### config.mk
export PLATFORM = sky130hd
export DESIGN_NAME = alsu_driver
export DESIGN_NICKNAME = d
export VERILOG_FILES = /design/src/rtl/alsu_pkg.sv /design/src/rtl/alsu_driver.sv
export SDC_FILE = /design/constraint.sdc
export NUM_CORES = 1
export LEC_CHECK = 0
export ABC_CLOCK_PERIOD_IN_PS = 2730
export CAP_MARGIN = 0
export CELL_PAD_IN_SITES_DETAIL_PLACEMENT = 1
export CELL_PAD_IN_SITES_GLOBAL_PLACEMENT = 1
export CORE_MARGIN = 8
export CORE_UTILIZATION = 30
export DETAILED_ROUTE_END_ITERATION = 8
export PLACE_DENSITY_LB_ADDON = 0.08
export SYNTH_ARGS = -nofsm -noshare
export SYNTH_HDL_FRONTEND = slang
export SYNTH_SLANG_ARGS = --single-unit
export TNS_END_PERCENT = 10
### constraint.sdc
create_clock -name clk -period 2.73 [get_ports clk]
set_input_delay 0.546 -clock clk [delete_from_list [all_inputs] [get_ports clk]]
set_output_delay 0.546 -clock clk [all_outputs]
set_load 0.01 [all_outputs]
### src/rtl/alsu_pkg.sv
// Shared definitions for the ALSU command driver: opcodes, FSM states,
// the drive-pin bundle and command decode helpers.
package alsu_pkg;

    localparam int ALSU_LAT_DEFAULT = 2;

    localparam logic [2:0] OP_AND   = 3'd0;
    localparam logic [2:0] OP_XOR   = 3'd1;
    localparam logic [2:0] OP_ADD   = 3'd2;
    localparam logic [2:0] OP_MUL   = 3'd3;
    localparam logic [2:0] OP_SHIFT = 3'd4;
    localparam logic [2:0] OP_ROT   = 3'd5;

    typedef enum logic [2:0] {
        S_IDLE    = 3'd0,
        S_PRELOAD = 3'd1,
        S_ISSUE   = 3'd2,
        S_DRAIN   = 3'd3,
        S_RESP    = 3'd4
    } state_t;

    typedef struct packed {
        logic [2:0] a;
        logic [2:0] b;
        logic [2:0] opcode;
        logic       cin;
        logic       serial_in;
        logic       direction;
        logic       red_op_a;
        logic       red_op_b;
        logic       bypass_a;
        logic       bypass_b;
    } alsu_drv_t;

    typedef struct packed {
        alsu_drv_t  drv;
        logic [2:0] rpt;
    } cmd_t;

    function automatic logic is_shift_op(input logic [2:0] op);
        return (op == OP_SHIFT) || (op == OP_ROT);
    endfunction

    // Bypass overrides everything in the ALSU, so it masks both error sources.
    function automatic logic cmd_invalid(input alsu_drv_t d);
        logic no_bypass;
        logic bad_op;
        logic bad_red;
        no_bypass = !d.bypass_a && !d.bypass_b;
        bad_op    = (d.opcode[2:1] == 2'b11);
        bad_red   = (d.opcode >= OP_ADD) && (d.opcode <= OP_ROT) && (d.red_op_a || d.red_op_b);
        return no_bypass && (bad_op || bad_red);
    endfunction

    function automatic logic needs_preload(input alsu_drv_t d);
        return is_shift_op(d.opcode) && !d.bypass_a && !d.bypass_b;
    endfunction

endpackage

### src/rtl/alsu_driver.sv
// Command-side initiator for the registered ALSU: one command per handshake,
// optional output-register preload for shift/rotate, timed result capture.
module alsu_driver
    import alsu_pkg::*;
#(
    parameter int ALSU_LAT = ALSU_LAT_DEFAULT
) (
    input  logic        clk,
    input  logic        rst,
    input  logic        cmd_valid,
    output logic        cmd_ready,
    input  logic [2:0]  cmd_a,
    input  logic [2:0]  cmd_b,
    input  logic [2:0]  cmd_opcode,
    input  logic        cmd_cin,
    input  logic        cmd_serial_in,
    input  logic        cmd_direction,
    input  logic        cmd_red_op_a,
    input  logic        cmd_red_op_b,
    input  logic        cmd_bypass_a,
    input  logic        cmd_bypass_b,
    input  logic [2:0]  cmd_repeat,
    output logic [2:0]  alsu_a,
    output logic [2:0]  alsu_b,
    output logic [2:0]  alsu_opcode,
    output logic        alsu_cin,
    output logic        alsu_serial_in,
    output logic        alsu_direction,
    output logic        alsu_red_op_a,
    output logic        alsu_red_op_b,
    output logic        alsu_bypass_a,
    output logic        alsu_bypass_b,
    input  logic [5:0]  alsu_out,
    input  logic [15:0] alsu_leds,
    output logic        rsp_valid,
    input  logic        rsp_ready,
    output logic [5:0]  rsp_out,
    output logic [15:0] rsp_leds,
    output logic        rsp_err,
    output logic [2:0]  state_dbg
);

    // Handshakes: a transfer happens on the rising edge where valid && ready;
    // cmd_ready is high only in IDLE, rsp_valid only in RESP, and rsp_* hold
    // steady from rsp_valid rising until the transfer edge.

    state_t     state, next_state;
    cmd_t       cmd_q, cmd_in, cmd_src;
    alsu_drv_t  drive_d, drive_q;
    logic [2:0] step_cnt;
    logic [3:0] lat_cnt;
    logic       ready_q;
    logic       accept;

    assign accept = cmd_valid && ready_q;

    always_comb begin
        cmd_in.drv.a         = cmd_a;
        cmd_in.drv.b         = cmd_b;
        cmd_in.drv.opcode    = cmd_opcode;
        cmd_in.drv.cin       = cmd_cin;
        cmd_in.drv.serial_in = cmd_serial_in;
        cmd_in.drv.direction = cmd_direction;
        cmd_in.drv.red_op_a  = cmd_red_op_a;
        cmd_in.drv.red_op_b  = cmd_red_op_b;
        cmd_in.drv.bypass_a  = cmd_bypass_a;
        cmd_in.drv.bypass_b  = cmd_bypass_b;
        cmd_in.rpt           = cmd_repeat;
    end

    // Drive registers are loaded on the accept edge itself, so the first drive
    // comes straight from the command inputs rather than the latched copy.
    assign cmd_src = (state == S_IDLE) ? cmd_in : cmd_q;

    always_comb begin
        next_state = state;
        drive_d    = '0;
        case (state)
            S_IDLE:    if (accept) next_state = needs_preload(cmd_in.drv) ? S_PRELOAD : S_ISSUE;
            S_PRELOAD: next_state = S_ISSUE;
            S_ISSUE:   if (step_cnt == 3'd0) next_state = S_DRAIN;
            S_DRAIN:   if (lat_cnt == 4'd0) next_state = S_RESP;
            S_RESP:    if (rsp_ready) next_state = S_IDLE;
            default:   next_state = S_IDLE;
        endcase
        case (next_state)
            S_PRELOAD: begin
                drive_d.a        = cmd_src.drv.a;
                drive_d.bypass_a = 1'b1;
            end
            S_ISSUE:   drive_d = cmd_src.drv;
            default:   drive_d = '0;
        endcase
    end

    always_ff @(posedge clk or posedge rst) begin
        if (rst) begin
            state    <= S_IDLE;
            ready_q  <= 1'b0;
            cmd_q    <= '0;
            drive_q  <= '0;
            step_cnt <= 3'd0;
            lat_cnt  <= 4'd0;
            rsp_out  <= 6'd0;
            rsp_leds <= 16'd0;
            rsp_err  <= 1'b0;
        end else begin
            state   <= next_state;
            ready_q <= (next_state == S_IDLE);
            drive_q <= drive_d;
            if (accept) begin
                cmd_q    <= cmd_in;
                step_cnt <= 3'd0;
            end else if (state == S_PRELOAD) begin
                step_cnt <= cmd_q.rpt;
            end else if ((state == S_ISSUE) && (step_cnt != 3'd0)) begin
                step_cnt <= step_cnt - 3'd1;
            end
            // DRAIN lasts ALSU_LAT cycles so the last issued op is on alsu_out.
            if ((state == S_ISSUE) && (next_state == S_DRAIN)) begin
                lat_cnt <= 4'(ALSU_LAT - 1);
            end else if ((state == S_DRAIN) && (lat_cnt != 4'd0)) begin
                lat_cnt <= lat_cnt - 4'd1;
            end
            if ((state == S_DRAIN) && (lat_cnt == 4'd0)) begin
                rsp_out  <= alsu_out;
                rsp_leds <= alsu_leds;
                rsp_err  <= cmd_invalid(cmd_q.drv);
            end
        end
    end

    assign cmd_ready      = ready_q;
    assign rsp_valid      = (state == S_RESP);
    assign state_dbg      = state;
    assign alsu_a         = drive_q.a;
    assign alsu_b         = drive_q.b;
    assign alsu_opcode    = drive_q.opcode;
    assign alsu_cin       = drive_q.cin;
    assign alsu_serial_in = drive_q.serial_in;
    assign alsu_direction = drive_q.direction;
    assign alsu_red_op_a  = drive_q.red_op_a;
    assign alsu_red_op_b  = drive_q.red_op_b;
    assign alsu_bypass_a  = drive_q.bypass_a;
    assign alsu_bypass_b  = drive_q.bypass_b;

endmodule

Word level (Yosys, flattened, before mapping)
Index checks and enable logic that the tools add are counted.
{"block": "word_totals", "ff_bits": 69, "output_inout_bits": 44}
{"block": "op_classes", "reduce_logical": 27, "order_cmp": 2, "muxes": 16, "eq_ne": 10, "add_sub_neg": 2}
{"op": "2-to-1 mux 3 bit", "count": 8}
{"op": "2-to-1 mux 19 bit", "count": 1}
{"op": "one-hot mux 3 bit (5 select lines)", "count": 1}
{"op": "equality test 3 x 2 -> 1 bit, second input constant", "count": 4}
{"op": "logical AND 1 bit", "count": 11}
{"op": "2-to-1 mux 11 bit", "count": 1}
{"op": "equality test 3 bit, second input constant", "count": 3}
{"op": "zero test 3 bit", "count": 3}
{"op": "2-to-1 mux 4 bit", "count": 2}
{"op": "equality test 3 x 1 -> 1 bit, second input constant", "count": 2}
{"op": "nonzero test 3 bit", "count": 2}
{"op": "zero test 1 bit", "count": 4}
{"op": "zero test 4 bit", "count": 1}
{"op": "nonzero test 4 bit", "count": 1}
{"op": "subtractor 4 x 1 -> 4 bit, second input constant", "count": 1}
{"op": ">= comparator 3 x 2 -> 1 bit, second input constant", "count": 1}
{"op": "less-or-equal comparator 3 bit, second input constant", "count": 1}
{"op": "logical OR 1 bit", "count": 3}
{"op": "subtractor 3 x 1 -> 3 bit, second input constant", "count": 1}
{"op": "equality test 2 bit, second input constant", "count": 1}
{"op": "2-to-1 mux 2 bit", "count": 1}
{"op": "one-hot mux 1 bit (2 select lines)", "count": 1}
{"op": "nonzero test 2 bit", "count": 1}
{"op": "OR reduction 2 bit", "count": 1}
{"op": "2-to-1 mux 1 bit", "count": 1}

Logic depth before layout (Yosys ltp)
Gate-level depths: netlist of the first run.
{"block": "logic_depth", "word_depth": 10, "depth_mapped": 8, "mapped_depth_nobuf": 7}

Worst setup path before layout of the first run
Ideal clock, no wire load.
{"block": "synth_path", "path_kind": "flip-flop to flip-flop", "startpoint": "reg lat_cnt[0]", "endpoint": "reg rsp_leds[11]", "path_stages_with_launch": 8, "arrival_time_ns": 1.568, "t_required_ns": 2.605, "slack_ns": 1.037, "n_path_buf": 2, "cell_sequence": "dfrtp_1 -> inv_1 -> ha_1 -> nor3b_2 -> nor2b_1 -> buf_2 -> buf_4 -> mux2_2"}
{"block": "synth_between", "elab_chain_cells": 2}
{"item": "from (decl)", "line": "alsu_driver.sv:51", "source": "logic [3:0] lat_cnt;"}
{"item": "from (signal assigned)", "line": "alsu_driver.sv:121", "source": "lat_cnt <= 4'(ALSU_LAT - 1);"}
{"item": "from (signal assigned)", "line": "alsu_driver.sv:123", "source": "lat_cnt <= lat_cnt - 4'd1;"}
{"item": "zero test 4 bit", "line": "alsu_driver.sv:125", "source": "if ((state == S_DRAIN) && (lat_cnt == 4'd0)) begin"}
{"item": "logical AND 1 bit", "line": "alsu_driver.sv:125"}
{"item": "to (signal assigned)", "line": "alsu_driver.sv:127", "source": "rsp_leds <= alsu_leds;"}
{"item": "to (decl)", "line": "alsu_driver.sv:38", "source": "output logic [15:0] rsp_leds,"}
Every way passes these cells.
A chain may end at the register's enable or synchronous reset.

Worst setup path after layout of the first run
{"block": "layout_path", "startpoint": "reg state[0] (netlist: state_dbg[0])", "endpoint": "out rsp_valid"}
{"block": "layout_between", "elab_chain_cells": 1}
{"item": "from (decl)", "line": "alsu_driver.sv:47", "source": "state_t state, next_state;"}
{"item": "from (signal assigned)", "line": "alsu_driver.sv:108", "source": "state <= next_state;"}
{"item": "equality test 3 bit", "line": "alsu_driver.sv:134", "source": "assign rsp_valid = (state == S_RESP);"}
{"item": "to (decl)", "line": "alsu_driver.sv:35", "source": "output logic rsp_valid,"}
Every way passes these cells.

==> results of run 1 <==
==> final cells by class <==
class,count,area (µm²)
sequential,69,1727
fill,1073,5524
clock buffer,10,127.6
timing repair buffer,96,953.4
clock inverter,6,40.04
tap,133,166.4
inverter,8,30.03
multi-input combinational,182,1116
==> sequential cells by signal (all words and copies together), names as in the netlist, 4 cells and up <==
| register | count |
|---|---|
| cmd_q | 19 |
| lat_cnt | 4 |
| rsp_leds | 16 |
| rsp_out | 6 |
==> power by group through the flow <==
stage | sequential, mW | clock, mW | combinational, mW
floorplan | 1.83 | 0 | 1.02
global placement | 1.76 | 0 | 1.98
detailed placement | 1.78 | 0 | 2.02
CTS | 1.76 | 0.761 | 2.03
global route | 1.81 | 0.808 | 2.21
finish | 1.75 | 0.732 | 1.97
==> logic make-up after synthesis <==
| logic type | Yosys count | share of synthesized area |
|---|---|---|
| muxes | 24 | 0.09110 |
| adders and majority gates | 3 | 0.01271 |
| buffers and inverters | 22 | 0.03813 |
| and+or+nand+nor | 117 | 0.1831 |
| DFF | 69 | 0.5847 |
| xor gates and xnor gates | 1 | 0.002967 |
| AOI/OAI and AO/OA | 37 | 0.08729 |
==> critical path: cells and delay by family, from the launching register on <==
family	cells	cell delay, ns
DFF	1	0.54
buffers and inverters	1	0.61
and+or+nand+nor	1	0.34
==> how the worst max path moves through the flow <==
stage | start | cells after the start | endpoint
CTS | state_dbg[1] | 2 | rsp_valid
global placement | cmd_opcode[1] | 6 | alsu_bypass_a
global route | state_dbg[2] | 2 | rsp_valid
detailed placement | cmd_opcode[1] | 6 | alsu_bypass_a
finish | state_dbg[0] | 2 | rsp_valid
floorplan | rst | 1 | alsu_a[0]
==> layer usage <==
layer	GRT usage	up-vias
met5	0	-
met3	0.03992	11
met4	0.05254	0
li1	-	1083
met1	0.1635	1090
met2	0.1937	66
==> cells in the mapped netlist, drive strengths merged (3+ instances only) <==
| cell type | n | area, µm² |
|---|---|---|
| nand2 | 88 | 330.3 |
| dfrtp | 69 | 1727 |
| mux2 | 23 | 259.0 |
| a21oi | 19 | 136.4 |
| buf | 8 | 60.05 |
| inv | 8 | 30.03 |
| nor2 | 8 | 30.03 |
| o21ai | 8 | 40.04 |
| clkbuf | 6 | 22.52 |
| nor3b | 6 | 61.31 |
| ha | 3 | 37.54 |
| nand3 | 3 | 15.01 |
| nand3b | 3 | 35.03 |
==> cells in the final DEF (no fill, tap or decap), types with 3 or more instances in the layout <==
cell                              Yosys  layout
sky130_fd_sc_hd__mux2_2               7       7
sky130_fd_sc_hd__a21oi_1              8       8
sky130_fd_sc_hd__a21oi_2             11      11
sky130_fd_sc_hd__clkdlybuf4s50_1      0      88
sky130_fd_sc_hd__nor3b_1              4       4
sky130_fd_sc_hd__dfrtp_1             69      69
sky130_fd_sc_hd__nand2_1             88      88
sky130_fd_sc_hd__clkinv_2             0       3
sky130_fd_sc_hd__ha_1                 3       3
sky130_fd_sc_hd__mux2_1              16      16
sky130_fd_sc_hd__nand3_1              3       3
sky130_fd_sc_hd__inv_1                8       7
sky130_fd_sc_hd__nor2_1               8       8
sky130_fd_sc_hd__buf_4                3       7
sky130_fd_sc_hd__clkbuf_8             0       9
sky130_fd_sc_hd__o21ai_0              6       6
==> through the flow <==
step / setup WS [ns] / power, mW / std cells / util
final: 0.3539 / 4.448 / 504 / 0.4296
after detailed placement: 0.5189 / 3.795 / 488 / 0.4123
after global placement: 0.5424 / 3.742 / 488 / 0.4123
after global routing: 0.1643 / 4.831 / 504 / 0.4296
after floorplan: 0.4441 / 2.848 / 273 / -
after CTS: 0.3228 / 4.548 / 504 / 0.4296
==> metrics.md, run 1 <==
| Metric | Value |
|---|---|
| Root Driver | `sky130_fd_sc_hd__clkbuf_8` |
| GRT Resource Usage Total | `0.1273` |
| Total of warnings raised by yosys | `0` |
| Reg2Reg Depth | `6` |
| Core Box Area | `9684 µm²` |
| Worst-skew pair later-pin latency | `approximately 0.34 ns` |
| Highest achievable clock rate | `between 400 and 500 MHz` |
| Total Negative Setup Slacks | `0 ns` |
| Fraction of power consumed by sequential logic | `0.393` |
| Post-synth EDFFs | `0` |
| Post-synthesis net count | `about 320` |
| Worst slew slack as a fraction of its limit | `0.5623` |
| Cts repair resizes | `0` |
| Asr flop ratio synth | `1.000` |
| Maximum resistive drop on vdd | `0.3649 mV` |
| Boundary Pins | `89` |
| Worst hold slack | `0.4801 ns` |
| Hold WC Path Type | `register to register` |
| Initial core utilization | `0.3049` |
| Unrepaired setup endpoints after global routing | `false` |
| Cts hold-fix bufs | `0` |
| Terminus of the critical flop-to-flop path | `rsp_leds[11]` |
| Kind of end point of the critical path | `output pin` |
| Met2 routed WL | `between 3 and 4 mm` |
| Critical path fanouts, max | `13` |
| Number of cells on the worst hold path | `2` |
| Cells traversed along the worst timing path | `nor3b_1, clkdlybuf4s50_1` |
| Number of design rule violations left after detail routing | `0` |
| Reg2reg setup slack | `0.85 ns` |
| Clock slew seen by the registers of the worst setup and hold paths | `about 0.07 ns` |
| Pins Over Slew Limit | `0` |
| H-tree level count | `3` |
| Share of final-layout standard cells stronger than drive strength 1 | `0.1321` |
| Largest net degree at the start of global routing | `70` |
| Outcome | `finished clean` |
| Weighted congestion at the end of routability-driven global placement | `slightly above 0.7` |
| Ant diodes | `0` |
| Combined area of all synthesized cells | `a little under 3000 µm²` |
| Startpoint of the worst register-to-register path | `lat_cnt[0]` |
| Delay of the slowest cell on the worst path | `between 0.6 and 0.7 ns` |
| Antenna violations before repair | `0` |
| Final setup vio count | `0` |
| CP Data Arrival Time | `1.83 ns` |
| TritonCTS clock tree | `built` |
| Number of global-route vias before repair | `between 2000 and 2500` |
| Critical-path cell with the highest stage delay | `sky130_fd_sc_hd__clkdlybuf4s50_1` |
| Global-route wire length before repair | `13.04 mm` |
| Launching element type of the critical path | `register` |
| PD cells | `approximately 1100 nW/µm²` |
| LEAKAGE | `around 1.8 nW` |
| Post-synthesis register bit count | `between 60 and 70` |
| Met3 layer wire length in the routed design | `550 µm` |
| Final HPWL DP | `5.844 mm` |
| Combinational group share of total power | `0.442` |
| Worst Hold Path EP | `cmd_q[13]` |
| Via count | `roughly 2300` |
| Top Metal Used | `met4` |
| Net switching power figure | `1.634 mW` |
| Pint | `2.814 mW` |
| CTS Sinks | `between 60 and 70` |
| Floorplan die height | `115.2 µm` |
| Count of different cell masters after synthesis | `37` |
| Port-buffer cells | `a little under 90` |
| Iter 0 DRT Violations | `64` |
| Shortest clock period the worst path allows after layout | `2.376 ns` |
| Fin nets | `approximately 410` |
| Most used flip-flop cell after synthesis | `sky130_fd_sc_hd__dfrtp_1` |
| Worst Clk Skew | `0.01080 ns` |
| Launch instance of the worst min-delay path | `cmd_q[13]` |
| CTS buffer count | `9` |
| Die footprint | `between 10000 and 15000 µm²` |
| Synth Instances | `about 270` |
| Number of buffers on the longest clock path | `2` |
| First-pass iteration count of the detailed router | `4` |
| Share of total power consumed by net switching | `0.3673` |
| Data required time of the critical path | `approximately 2.2 ns` |
| Total wirelength of the detailed-routed design | `between 8 and 9 mm` |
| Residual overflow from global routing | `0` |
| Routed length per instance | `about 16 µm` |
| Routed Antenna Nets | `0` |
| Post-DP Area | `roughly 4000 µm²` |
| Mean instance size in the synthesized netlist | `about 11 µm²` |
| Sequential share of the synthesized area | `0.5847` |
| Clk pwr share | `0.165` |
| Layout Cell Area excl Fill | `roughly 4200 µm²` |
| Worst Tran Pin Value | `0.6530 ns` |
| Final Hold Fails | `0` |
| Crit share post-route | `0.8704` |
| Vias per std cell | `roughly 4.5` |
| Die boundary width | `approximately 120 µm` |
| Wl on met1 | `3.792 mm` |
| Setup Buffers After CTS | `0` |
| Area growth from synthesis to layout | `40.89%` |
| Critical path class | `register to output pin` |
| Number of violations of the max-capacitance limit | `0` |
| Std-Cell Rows | `36` |
No activity file was read; power rests on OpenSTA's default activity.
==> run 2: changes to the inputs <==
--- a/config.mk
+++ b/config.mk
@@ -12,7 +12,7 @@
 export CORE_MARGIN = 8
 export CORE_UTILIZATION = 30
 export DETAILED_ROUTE_END_ITERATION = 8
-export PLACE_DENSITY_LB_ADDON = 0.08
+export PLACE_DENSITY = 0.67
 export SYNTH_ARGS = -nofsm -noshare
 export SYNTH_HDL_FRONTEND = slang
 export SYNTH_SLANG_ARGS = --single-unit
==> metrics.md, run 2 (synthesized netlist as in run 1, its figures left out) <==
| Metric | Value |
|---|---|
| Most used cells in the layout excluding fill and tap cells | `88 x sky130_fd_sc_hd__nand2_1, 88 x sky130_fd_sc_hd__clkdlybuf4s50_1, 69 x sky130_fd_sc_hd__dfrtp_1, 16 x sky130_fd_sc_hd__mux2_1, 11 x sky130_fd_sc_hd__a21oi_2 (unchanged)` |
| GRT Resource Usage Total | `0.1291 (was 0.1273)` |
| Register with the highest flop count | `cmd_q (unchanged)` |
| Number of buffers on the longest clock path | `2 (unchanged)` |
| Met3 layer wire length in the routed design | `605 µm (was 550 µm)` |
| Maximum resistive drop on vdd | `0.4007 mV (was 0.3649 mV)` |
| LEAKAGE | `1.869 nW (was 1.844 nW)` |
| Delay of the slowest cell on the worst path | `0.61 ns (about the same)` |
| Kind of end point of the critical path | `output pin (unchanged)` |
| TritonCTS clock tree | `built (unchanged)` |
| Initial core utilization | `0.3049 (unchanged)` |
| Boundary Pins | `89 (unchanged)` |
| Root Driver | `sky130_fd_sc_hd__clkbuf_8 (unchanged)` |
| Share of final-layout standard cells stronger than drive strength 1 | `0.1348 (was 0.1321)` |
| Shortest clock period the worst path allows after layout | `2.385 ns (was 2.376 ns)` |
| Fin nets | `415 (was 414)` |
| Worst Tran Pin Value | `0.5725 ns (was 0.6530 ns)` |
| CP Data Arrival Time | `1.84 ns (was 1.83 ns)` |
| Wl on met1 | `3.636 mm (was 3.792 mm)` |
| Area growth from synthesis to layout | `43.09% (was 40.89%)` |
| Critical-path cell with the highest stage delay | `sky130_fd_sc_hd__clkdlybuf4s50_1 (unchanged)` |
| Highest achievable clock rate | `419.3 MHz (was 420.9 MHz)` |
| Largest net degree at the start of global routing | `26 (was 70)` |
| Share of total power consumed by net switching | `0.3534 (was 0.3673)` |
| Flip-flop count of the largest register, all copies and words added | `19 (unchanged)` |
| Port-buffer cells | `88 (unchanged)` |
| Fraction of power consumed by sequential logic | `0.380 (was 0.393)` |
| Worst Clk Skew | `0.01417 ns (was 0.01080 ns)` |
| Pins Over Slew Limit | `0 (unchanged)` |
| Cells traversed along the worst timing path | `nor3b_1, clkdlybuf4s50_1 (unchanged)` |
| Biggest regs | `cmd_q x19, rsp_leds x16, rsp_out x6 (unchanged)` |
| Total Negative Setup Slacks | `0 ns (unchanged)` |
| Die boundary width | `115.2 µm (unchanged)` |
| Unrepaired setup endpoints after global routing | `false (unchanged)` |
| First-pass iteration count of the detailed router | `4 (unchanged)` |
| Floorplan die height | `115.2 µm (unchanged)` |
| Antenna violations before repair | `0 (unchanged)` |
| Cts repair resizes | `0 (unchanged)` |
| Weighted congestion at the end of routability-driven global placement | `0.7514 (was 0.7199)` |
| Global-route wire length before repair | `13.36 mm (was 13.04 mm)` |
| Cts hold-fix bufs | `0 (unchanged)` |
| Number of global-route vias before repair | `2584 (was 2427)` |
| Via count | `2282 (was 2250)` |
| Net switching power figure | `1.639 mW (was 1.634 mW)` |
| Routed length per instance | `16.12 µm (was 15.94 µm)` |
| Final HPWL DP | `6.097 mm (was 5.844 mm)` |
| Worst slack after detailed placement | `0.5622 ns (was 0.5189 ns)` |
| Multi-input gate area in the final layout | `1116 µm² (unchanged)` |
| CTS Sinks | `69 (unchanged)` |
| Number of filler instances in the final layout | `1062 (was 1073)` |
| Crit share post-route | `0.8737 (was 0.8704)` |
| H-tree level count | `3 (unchanged)` |
| Critical path fanouts, max | `13 (unchanged)` |
| Core Box Area | `9684 µm² (unchanged)` |
| Final Hold Fails | `0 (unchanged)` |
| Final setup vio count | `0 (unchanged)` |
| Std-Cell Rows | `36 (unchanged)` |
| Setup WS post-layout | `0.3448 ns (was 0.3539 ns)` |
| Clk pwr share | `0.194 (was 0.165)` |
| Worst-skew pair later-pin latency | `0.34 ns (about the same)` |
| Met2 routed WL | `3.764 mm (was 3.560 mm)` |
| Residual overflow from global routing | `0 (unchanged)` |
| Critical path class | `register to output pin (unchanged)` |
| Vias per std cell | `4.528 (was 4.464)` |
| Post-route non-filler standard cell count | `504 (unchanged)` |
| Iter 0 DRT Violations | `61 (was 64)` |
| Ant diodes | `0 (unchanged)` |
| Number of violations of the max-capacitance limit | `0 (unchanged)` |
| Outcome | `finished clean (unchanged)` |
| Cell Count Post-Placement | `489 (was 488)` |
| CTS buffer count | `9 (unchanged)` |
| Hold WC Path Type | `register to register (unchanged)` |
| Top Metal Used | `met4 (unchanged)` |
| Storage cell area | `1727 µm² (unchanged)` |
| Combinational group share of total power | `0.426 (was 0.442)` |
| Clock slew seen by the registers of the worst setup and hold paths | `0.07 ns (about the same)` |
| Die footprint | `13270 µm² (unchanged)` |
| Pint | `2.999 mW (was 2.814 mW)` |
| PD cells | `1098 nW/µm² (was 1069 nW/µm²)` |
| Setup Buffers After CTS | `0 (unchanged)` |
| Worst slew slack as a fraction of its limit | `0.6178 (was 0.5623)` |
| Launching element type of the critical path | `register (unchanged)` |
| Routed Antenna Nets | `0 (unchanged)` |
| Total wirelength of the detailed-routed design | `8.122 mm (was 8.034 mm)` |
| Number of design rule violations left after detail routing | `0 (unchanged)` |
| Data required time of the critical path | `2.18 ns (about the same)` |
==> run 2: changes by cell type in the layout (fill, tap and decap cells not counted) <==
cell,previous run,this run
sky130_fd_sc_hd__buf_12,1,2
sky130_fd_sc_hd__clkinvlp_4,1,2
sky130_fd_sc_hd__clkinv_4,2,1
sky130_fd_sc_hd__clkbuf_1,1,0
sky130_fd_sc_hd__bufinv_16,0,2
sky130_fd_sc_hd__clkinv_2,3,1
==> run 2: final cells by class <==
class,instances,share of cell area
timing repair buffer,97,0.2304
sequential,69,0.4086
multi-input combinational,182,0.2641
inverter,8,0.007107
tap,133,0.03938
clock inverter,6,0.02102
clock buffer,9,0.02932
==> run 2: layer usage <==
metal / vias to the layer above / track usage
met5: - / 0
met4: 0 / 0.04729
met3: 12 / 0.03624
met2: 74 / 0.2182
met1: 1110 / 0.1529
li1: 1086 / -
==> run 2: path summary, 6_finish.rpt <==
path	startpoint	to	slack [ns]	depth (start not counted)
worst max-delay path	state_dbg[1]	rsp_valid	0.34	2
min in group asynchronous	rst	rsp_leds[2]	0.58	2
worst max register to register	lat_cnt[0]	rsp_out[1]	0.86	6
max in group asynchronous	rst	alsu_a[0]	1.60	3
worst min register to register	cmd_q[17]	cmd_q[17]	0.48	2
worst min-delay path	cmd_q[17]	cmd_q[17]	0.48	2
==> run 2: per-stage QoR <==
stage	power [mW]	util	area, µm²	hold WS (ns)
2_1_floorplan	2.848	-	2953	0.4455
4_1_cts	4.730	0.4363	4225	0.4804
3_3_place_gp	3.730	0.4143	4013	0.4572
5_1_grt	4.990	0.4363	4225	0.5019
3_5_place_dp	3.806	0.4143	4013	0.4633
6_report	4.638	0.4363	4225	0.4772
==> run 2: power by group through the flow <==
stage,Clock (mW),Sequential (mW),Combinational (mW)
2_1_floorplan,0,1.83,1.02
3_3_place_gp,0,1.77,1.96
3_5_place_dp,0,1.79,2.02
4_1_cts,0.929,1.77,2.03
5_1_grt,0.961,1.83,2.20
6_report,0.900,1.76,1.97
==> run 2: critical path: cells and delay by family (launching register included) <==
| kind | cells | cell delay (ns) |
|---|---|---|
| buffers and inverters | 1 | 0.61 |
| flip-flops | 1 | 0.57 |
| AND/OR/NAND/NOR | 1 | 0.33 |
==> variant, RTL diff (flow settings as in run 1) <==
Reset style: synchronous (`rst`), changed in one clocked block.
--- a/src/rtl/alsu_driver.sv
+++ b/src/rtl/alsu_driver.sv
@@ -93,7 +93,7 @@
         endcase
     end
 
-    always_ff @(posedge clk or posedge rst) begin
+    always_ff @(posedge clk) begin
         if (rst) begin
             state    <= S_IDLE;
             ready_q  <= 1'b0;
Function: differs if rst is asserted again (counterexample within 4 cycles, from zero or initial values and one cycle with rst high); with rst held inactive, the same outputs for 10 cycles.
==> variant against run 1 <==
Wire length is 5.0% higher. First-iteration DRC count is 19% lower. Sequential share of layout area is 7.4 points lower. Clock skew is 0.0023 ns lower. Final area is 2.7% lower. Critical path type unchanged. Sequential cell count stayed put. Setup slack better by 0.060 ns. Maximum frequency is 2.6% higher. Hold slack worse by 0.025 ns. Utilization is 1.3 points higher. Synthesized area is 4.7% lower.
Power is not compared: it rests on default switching activity, and its combinational part moved more than twofold at a synthesized area within 25%.
==> variant: results (changes against run 1) <==
[min_path]
min_to=rsp_out[3]

[synth]
synth_area_leaders=dfxtp_1 (49%), nand2_1 (12%), a21oi_1 (8.5%)
synthFlopType=dfxtp_1
synthesis.nets=372  ; +16%
synthXorXnorAreaFrac=0.00934  ; +0.00638
synth.avg_cell_area_um2=8.71  ; -19%
synthMuxAreaShare=0.0534  ; -0.0377
ys_types=44  ; +19%
ys_seq_area_frac=0.491  ; -0.0936

[routing]
drt_wl_total_mm=8.44  ; +5.0%
route.met3.wl_um=275  ; -50%
drtIter0Drc=52  ; -19%

[worst_setup_path]
r2r-end=alsu_a[0]
ff2ff_setup_slack_ns=0.60  ; -0.25 ns
cp_max_fo=14  ; +1
crit_arrival_ns=1.77  ; -0.06 ns

[global_routing]
gr-usage-all-layers=0.136  ; +0.00873
grt_max_degree=33  ; -53%
first_global_vias=2682  ; +11%
grt_use_met2=0.234  ; +0.0402

[placement]
place_area_um2=3830  ; -3.9%
place_inst=513  ; +5.1%

[finish]
multi_input_area_um2=1310  ; +18%
final_nets=462  ; +12%
fillerInstances=1087  ; +1.3%

[status]
outcome=finished, final reports clean

[power]
fin_total_pwr_mw=2.94

[sta]
worstMarginPinSlew_ns=0.556  ; -0.0974 ns

## variant: worst max-delay path, cell delays in order, from the launching register on
cell	delay (ns)
dfxtp_1	0.62
nor3b_1	0.24
clkdlybuf4s50_1	0.57
## variant: worst max-delay path by stage
| stage | to | slack [ns] | from | cells past startpoint |
|---|---|---|---|---|
| after floorplan | alsu_b[0] | 0.92 | cmd_opcode[1] | 5 |
| after global placement | alsu_a[0] | 0.47 | cmd_opcode[1] | 6 |
| after detailed placement | alsu_a[0] | 0.35 | cmd_opcode[1] | 6 |
| after CTS | rsp_valid | 0.39 | state_dbg[2] | 2 |
| after global routing | rsp_valid | 0.27 | state_dbg[2] | 2 |
| final | rsp_valid | 0.41 | state_dbg[2] | 2 |
## variant: cell type report
cell class              count  share of cell area
clock buffers              11              0.0349
clock inverters             4              0.0179
inverters                   6             0.00556
multi-input cells         227               0.324
flip-flops and latches     69               0.341
well taps                 111              0.0343
repair buffers            100               0.242
